===== config.mk =====
export PLATFORM = sky130hd
export DESIGN_NAME = exa_crosb_vc_credit_ctrl
export DESIGN_NICKNAME = d
export VERILOG_FILES = /design/src/rtl/exa_crosb_vc_pkg.sv /design/src/rtl/exa_crosb_credit_counter.sv /design/src/rtl/exa_crosb_vc_credit_ctrl.sv
export SDC_FILE = /design/constraint.sdc
export NUM_CORES = 1
export LEC_CHECK = 0
export ABC_AREA = 0
export BUFFER_PORTS_ARGS = -buffer_cell sky130_fd_sc_hd__buf_2
export CORE_UTILIZATION = 58
export CTS_BUF_LIST = sky130_fd_sc_hd__clkbuf_8
export DETAILED_ROUTE_END_ITERATION = 10
export GPL_TIMING_DRIVEN = 0
export PLACE_DENSITY = 0.83
export SETUP_SLACK_MARGIN = 0.15
export SLEW_MARGIN = 20
export SYNTH_ARGS = -nofsm -noshare
export SYNTH_HDL_FRONTEND = slang
export SYNTH_SLANG_ARGS = --single-unit

===== constraint.sdc =====
create_clock -name clk -period 3.8 [get_ports clk]
set_input_delay 0.57 -clock clk [delete_from_list [all_inputs] [get_ports clk]]
set_output_delay 0.57 -clock clk [all_outputs]
set_load 0.05 [all_outputs]

===== src/rtl/exa_crosb_vc_pkg.sv =====
// Shared types and helpers for the VC crossbar credit controller.
package exa_crosb_vc_pkg;

  typedef enum logic {
    INIT = 1'b0,
    RUN  = 1'b1
  } vc_credit_state_t;

  function automatic int unsigned calc_nvc(input int unsigned prio_num,
                                           input int unsigned vc_num);
    return prio_num * vc_num;
  endfunction

endpackage


===== src/rtl/exa_crosb_credit_counter.sv =====
// Saturating up/down credit counter for one downstream output VC FIFO.
module exa_crosb_credit_counter #(
  parameter int unsigned credit_depth = 16,
  parameter int unsigned cnt_width    = 5
) (
  input  logic                 clk,
  input  logic                 resetn,
  input  logic                 consume,
  input  logic                 ret,
  input  logic                 load,
  output logic [cnt_width-1:0] count,
  output logic                 under,
  output logic                 over
);

  localparam logic [cnt_width-1:0] FULL = cnt_width'(credit_depth);

  logic [cnt_width-1:0] count_q, count_d;

  // Simultaneous consume and return cancel out and never flag an error.
  always_comb begin
    count_d = count_q;
    under   = 1'b0;
    over    = 1'b0;
    if (load) begin
      count_d = FULL;
    end else if (consume && !ret) begin
      if (count_q == '0) under   = 1'b1;
      else               count_d = count_q - 1'b1;
    end else if (ret && !consume) begin
      if (count_q == FULL) over    = 1'b1;
      else                 count_d = count_q + 1'b1;
    end
  end

  always_ff @(posedge clk or negedge resetn) begin
    if (!resetn) count_q <= FULL;
    else         count_q <= count_d;
  end

  assign count = count_q;

endmodule


===== src/rtl/exa_crosb_vc_credit_ctrl.sv =====
// Per-output, per-VC credit controller producing packet-granular availability.
module exa_crosb_vc_credit_ctrl
  import exa_crosb_vc_pkg::*;
#(
  parameter int unsigned output_num    = 2,
  parameter int unsigned prio_num      = 2,
  parameter int unsigned vc_num        = 2,
  parameter int unsigned credit_depth  = 16,
  parameter int unsigned max_pkt_flits = 4,
  parameter int unsigned init_cycles   = 8,
  parameter int unsigned cnt_width     = $clog2(credit_depth + 1),
  parameter int unsigned logVcPrio     = $clog2(calc_nvc(prio_num, vc_num)),
  localparam int unsigned NVC          = calc_nvc(prio_num, vc_num)
) (
  input  logic                                           clk,
  input  logic                                           resetn,
  input  logic                                           i_init,
  input  logic [output_num-1:0]                          i_flit_valid,
  input  logic [output_num-1:0]                          i_flit_ready,
  input  logic [output_num-1:0][logVcPrio-1:0]           i_flit_vc,
  input  logic [output_num-1:0][NVC-1:0]                 i_credit_return,
  output logic [output_num-1:0][NVC-1:0]                 o_output_fifo_credits,
  output logic [output_num-1:0][NVC-1:0][cnt_width-1:0]  o_credit_count,
  output logic                                           o_ready,
  output logic                                           o_underflow_err,
  output logic                                           o_overflow_err
);

  localparam int unsigned ICW = (init_cycles > 1) ? $clog2(init_cycles) : 1;
  localparam logic [ICW-1:0]       INIT_LAST = ICW'(init_cycles - 1);
  localparam logic [cnt_width-1:0] THRESH    = cnt_width'(max_pkt_flits);

  vc_credit_state_t state_q, state_d;
  logic [ICW-1:0]   init_cnt_q, init_cnt_d;
  logic             under_q, under_d;
  logic             over_q, over_d;
  logic             run;
  logic             load;

  logic [output_num-1:0][NVC-1:0] under_w;
  logic [output_num-1:0][NVC-1:0] over_w;

  assign run  = (state_q == RUN);
  // Counters and error flags reload on the i_init edge itself and throughout INIT.
  assign load = i_init || (state_q == INIT);

  always_comb begin
    state_d    = state_q;
    init_cnt_d = init_cnt_q;
    case (state_q)
      INIT: begin
        if (i_init) begin
          init_cnt_d = '0;
        end else if (init_cnt_q == INIT_LAST) begin
          state_d    = RUN;
          init_cnt_d = '0;
        end else begin
          init_cnt_d = init_cnt_q + 1'b1;
        end
      end
      RUN: begin
        if (i_init) begin
          state_d    = INIT;
          init_cnt_d = '0;
        end
      end
    endcase
  end

  always_comb begin
    under_d = load ? 1'b0 : (under_q | (|under_w));
    over_d  = load ? 1'b0 : (over_q  | (|over_w));
  end

  always_ff @(posedge clk or negedge resetn) begin
    if (!resetn) begin
      state_q    <= INIT;
      init_cnt_q <= '0;
      under_q    <= 1'b0;
      over_q     <= 1'b0;
    end else begin
      state_q    <= state_d;
      init_cnt_q <= init_cnt_d;
      under_q    <= under_d;
      over_q     <= over_d;
    end
  end

  for (genvar o = 0; o < output_num; o++) begin : g_out
    for (genvar v = 0; v < NVC; v++) begin : g_vc
      localparam logic [logVcPrio-1:0] VC_IDX = logVcPrio'(v);

      logic consume;
      logic ret;

      assign consume = run && i_flit_valid[o] && i_flit_ready[o] && (i_flit_vc[o] == VC_IDX);
      assign ret     = run && i_credit_return[o][v];

      exa_crosb_credit_counter #(
        .credit_depth (credit_depth),
        .cnt_width    (cnt_width)
      ) u_cnt (
        .clk     (clk),
        .resetn  (resetn),
        .consume (consume),
        .ret     (ret),
        .load    (load),
        .count   (o_credit_count[o][v]),
        .under   (under_w[o][v]),
        .over    (over_w[o][v])
      );

      assign o_output_fifo_credits[o][v] = run && (o_credit_count[o][v] >= THRESH);
    end
  end

  assign o_ready         = run;
  assign o_underflow_err = under_q;
  assign o_overflow_err  = over_q;

endmodule


==> Word-level counts from Yosys, hierarchy flattened <==
Cells that the tools add are included.
{ "word_totals": {"reg_bits": 46, "input_bits": 19, "output_inout_bits": 51, "word_cells": 267} }
{ "classes": {"n_addsub": 17, "n_lt_le_gt_ge": 8, "eq_ne": 32, "n_mux": 106, "bitwise_logic": 3, "reduce_logical": 89} }
{ "ops": {"columns": ["op", "n"], "rows": [
  ["$mux W5", 40],
  ["$mux W1", 61],
  ["$logic_and A1 B1 Y1", 44],
  ["$add A5 B1 Y5 const B", 8],
  ["$eq A5 B5 Y1 const B", 8],
  ["$ge A5 B3 Y1 const B", 8],
  ["$logic_not A5 Y1", 8],
  ["$sub A5 B1 Y5 const B", 8],
  ["$ne A3 B2 Y1 const B", 8],
  ["$ne A3 B3 Y1 const B", 8],
  ["$reduce_and A3 Y1", 8],
  ["$reduce_bool A3 Y1", 8],
  ["$logic_not A1 Y1", 16],
  ["$reduce_or A8 Y1", 2],
  ["$mux W3", 3],
  ["$eq A2 B2 Y1 const B", 4],
  ["$pmux W3 S2", 1],
  ["$eq A2 B1 Y1 const B", 2],
  ["$logic_not A2 Y1", 2],
  ["$add A3 B1 Y3 const B", 1],
  ["$eq A3 B3 Y1 const B", 1],
  ["$ne A2 B2 Y1 const B", 1],
  ["$or A1 B1 Y1", 2],
  ["$pmux W1 S2", 1],
  ["2 further kinds", 2]
]} }

==> Longest topological paths before layout <==
{ "depth": {"ltp_word": 11, "depth_mapped": 13, "ltp_nobuf": 11} }

==> By module <==
Synthesis repeated with hierarchy kept, for this count alone.
{ "hier_totals": {"hier_cells": 443, "area_unflattened_um2": 3953.8} }
{ "modules_own_cells": {"columns": ["module", "instances", "cells_per_inst", "area_per_inst_um2", "seq_area_each_um2"], "rows": [
  ["exa_crosb_credit_counter", 8, 48, 434.2, 126.4],
  ["exa_crosb_vc_credit_ctrl", 1, 59, 480.5, 150.1]
]} }

==> Worst setup path before layout <==
OpenSTA, ideal clock, no wires.
{ "synth_path": {"path_type": "reg-to-reg", "from": "register state_q, in the netlist o_ready", "to": "register g_out[0].g_vc[0].u_cnt.count_q[4]", "setup_ps": 89, "arrival_time_ps": 3055, "required_ps": 3711, "path_slack_ps": 655, "stages_incl_launch_ff": 14, "n_path_buf": 4, "period_less_slack_ps": 3145, "cell_sequence": "dfrtp_1 -> buf_4 -> buf_2 -> buf_1 -> nand2_1 -> ha_1 -> clkbuf_1 -> xor2_1 -> ha_1 -> a211o_1 -> a21oi_1 -> a221o_1 -> a21oi_1 -> nand3b_1"} }
{ "synth_between": {"elab_chain_cells": 7, "word_cells_on_any_way": 16, "classes_between": "eq/ne: 2; mux: 2; bitwise: 1; reduce/logical: 11"} }
{ "synth_rtl": {"columns": ["item", "line", "text"], "rows": [
  ["start, declared", "exa_crosb_vc_credit_ctrl.sv:33", "vc_credit_state_t state_q, state_d;"],
  ["start signal, assigned", "exa_crosb_vc_credit_ctrl.sv:82", "state_q <= state_d;"],
  ["$logic_and A1 B1 Y1 (3 in a row)", "exa_crosb_vc_credit_ctrl.sv:96", "assign consume = run && i_flit_valid[o] && i_flit_ready[o] && (i_flit_vc[o] == VC_IDX);"],
  ["$logic_not A1 Y1", "exa_crosb_credit_counter.sv:30", "end else if (ret && !consume) begin"],
  ["$logic_and A1 B1 Y1", "exa_crosb_credit_counter.sv:30", null],
  ["$reduce_bool A3 Y1 (no source line)", null, null],
  ["$reduce_and A3 Y1 (no source line)", null, null],
  ["end signal, assigned", "exa_crosb_credit_counter.sv:38", "else count_q <= count_d;"],
  ["end, declared", "exa_crosb_credit_counter.sv:18", "logic [cnt_width-1:0] count_q, count_d;"]
]} }
Parallel ways exist; a longest one is shown, timed or not.
A chain may end at the register's enable or synchronous reset.

==> Worst setup path after layout <==
Same ends and word-level chain as after synthesis.

==> run metrics <==
I/O pin cnt 70; latest clock arrival within the worst-skew pair 0.30 ns; DP Wirelength 6.722 mm; initial antenna violation count 0; Most used DFF post-synth dfrtp_1; gpl congestion 0.8715; Final Cycle Share 83.80%; cells after synthesis 430; Core ar. 6061 um2; Worst VDD drop 0.1717 mV; most frequent cells in the layout buf_2, nor2_1, dfrtp_1; Synth cell types 68; non-filler cells, final 580; XOR/XNOR share of the synthesized area 5.647%; setup ws final 0.6154 ns; Final setup viols 0; Avg Cell Area, Syn 8.657 um2; Synth Net Count 470; clk_skew 0.006944 ns; max_cap viols 0; post-synthesis sequential area ratio 31.19%; classification of the worst-slack hold path input pin to asynchronous set/reset pin; Layout Utilization 69.92%; Synth Area in Compound Gates 25.38%; commonest non-fill, non-tap cell in the layout buf_2; Pwr Density 200.0 nW/um2; min cycle time layout 3.185 ns; Critical Path Sink Type flip-flop; Slew headroom 53.34%; Initial DRC Count 317; Post-Syn Area 3722 um2; FF+latch count, synth 46; Num Clock Sinks 46; layout cells sized above 1 22.38%; area share of fa/ha/maj cells after synthesis 7.059%; die area 6742 um2; ys async rst share 100.0%; highest clock rate 314.0 MHz; Routed Antenna Nets 0; RR Startpoint o_ready; Die X 82.11 um; port bufs 68; Hold-fix buffers, CTS 0; TritonCTS clock tree done; Num CTS Buffers 5; synth warn 0; Remaining DRCs 0; Post-Synth Simple-Gate Area 22.12%; GR Overflow Total 0; vias in the first global route 3247; critical path type flip-flop to flip-flop; Pre-antenna DRT Iters 5; post-cts gate resize count 0; Clk pin slew, worst setup/hold paths 0.09 ns; htree depth 2; All-Layer GR Usage 29.04%; critical path peak fanout 19; first-pass GRT wire length 15.07 mm; diodes inserted 0; CP arrival 3.39 ns; routed wire length 9.357 mm; Pins Over Slew Limit 0; status completed; initial core utilization 61.42%; Final Hold Viols 0; Leak 0.002020 uW; WL/cell 16.13 um; setup TNS 0 ns; via/cell ratio 6.222; CTS Buffer Depth 2; clk root buf clkbuf_8; RSZ-0062 raised after global routing no; largest net degree at the start of global routing 47; Via Count 3609; CP Launch Type flip-flop; Nets 544; Place WS 0.2252 ns; CP startpoint o_ready; CP Data Required Time 4.01 ns; multiplexer area fraction after synthesis 4.168%; Post-synth EDFFs 0; synthesis-to-finish area growth 13.85%; Tightest Pin Transition 0.6905 ns; Inst Count DP 573; # rows 28; largest family of logic cells by synthesized area compound AO/OA/AOI/OAI gates; Die Y 82.11 um; total power 847.4 uW
-- routing by layer --
layer	GRT usage, %	vias to the layer above	wire length [um]	part of all wire, %
li1	-	1751	-	-
met1	38.90	1716	4267	46
met2	47.77	124	4454	48
met3	4.396	18	469	5.0
met4	9.649	0	165	1.8
met5	0	-	0	0
-- final timing paths --
kind	endpoint	slack [ns]	cells past startpoint
worst max-delay path	g_out[0].g_vc[0].u_cnt.count[4]	0.62	12
worst min-delay path	g_out[1].g_vc[3].u_cnt.count[3]	0.28	1
worst max register to register	g_out[0].g_vc[0].u_cnt.count[4]	0.62	12
worst min register to register	init_cnt_q[2]	0.54	2
max in group asynchronous	o_overflow_err	3.11	1
min in group clk	init_cnt_q[1]	0.49	2
-- Yosys cell counts, types with 6 or more instances --
master | number | area, um2
nor4_1 | 7 | 43.79
o31a_1 | 13 | 113.9
xor2_1 | 14 | 122.6
nand2_1 | 30 | 112.6
a31oi_1 | 10 | 62.56
o21ai_0 | 18 | 90.09
o22ai_1 | 6 | 37.54
clkbuf_1 | 16 | 60.06
nor2_1 | 44 | 165.2
a21oi_1 | 29 | 145.1
dfstp_2 | 8 | 210.2
inv_1 | 18 | 67.56
ha_1 | 21 | 262.8
dfrtp_1 | 38 | 950.9
xnor2_1 | 10 | 87.58
nand3_1 | 10 | 50.05
nand2b_1 | 8 | 50.05
mux2i_1 | 11 | 110.1
-- power by group --
group	total [uW]	switching, uW	internal, uW
registers	495	2.45	493
clock network	297	172	125
logic	55.2	37.1	18.1
total	847	211	636
-- stage by stage --
step	hold slack (ns)	area, um2
final	0.2811	4238
after global routing	0.3240	4238
after CTS	0.4805	4239
after detailed placement	0.5246	4156
after global placement	0.5102	4156
after floorplan	0.2744	3722
-- layout make-up --
| class | count | area (um2) |
|---|---|---|
| repair buffers | 68 | 342.8 |
| plain buffers | 21 | 93.84 |
| clock inverters | 3 | 13.76 |
| well taps | 75 | 93.84 |
| multi-input cells | 344 | 2396 |
| inverters | 18 | 67.56 |
| flip-flops and latches | 46 | 1161 |
| fillers | 501 | 1823 |
| clock buffers | 5 | 68.82 |
-- timing repair --
item	4_1_cts	5_1_grt
hold endpoints to repair	0	0
endpoints found under the setup margin	0	2
setup buffers	0	0
-- state kept, by name, indices dropped and copies added (netlist names) --
name / count
o_overflow_err: 1
o_ready: 1
init_cnt_q: 3
o_underflow_err: 1
g_out.g_vc.u_cnt.count: 40
-- cell families (layout without fill, tap and decap cells) --
logic type | after synthesis | in the layout
xor gates and xnor gates | 24 | 24
DFF | 46 | 46
muxes | 15 | 15
AOI/OAI and AO/OA | 132 | 132
buffers and inverters | 40 | 115
adders and majority gates | 21 | 21
and+or+nand+nor | 152 | 152
-- critical path, cell delays in order (launching register included) --
cell      delay, ns
dfrtp_1        0.51
buf_4          0.24
buf_2          0.40
nand2_1        0.19
ha_1           0.25
clkbuf_1       0.23
xor2_1         0.22
ha_1           0.23
a211o_1        0.27
a21oi_1        0.14
a221o_1        0.15
a21oi_1        0.08
nand3b_1       0.19
Note: power is estimated with default switching activity, not from simulation.
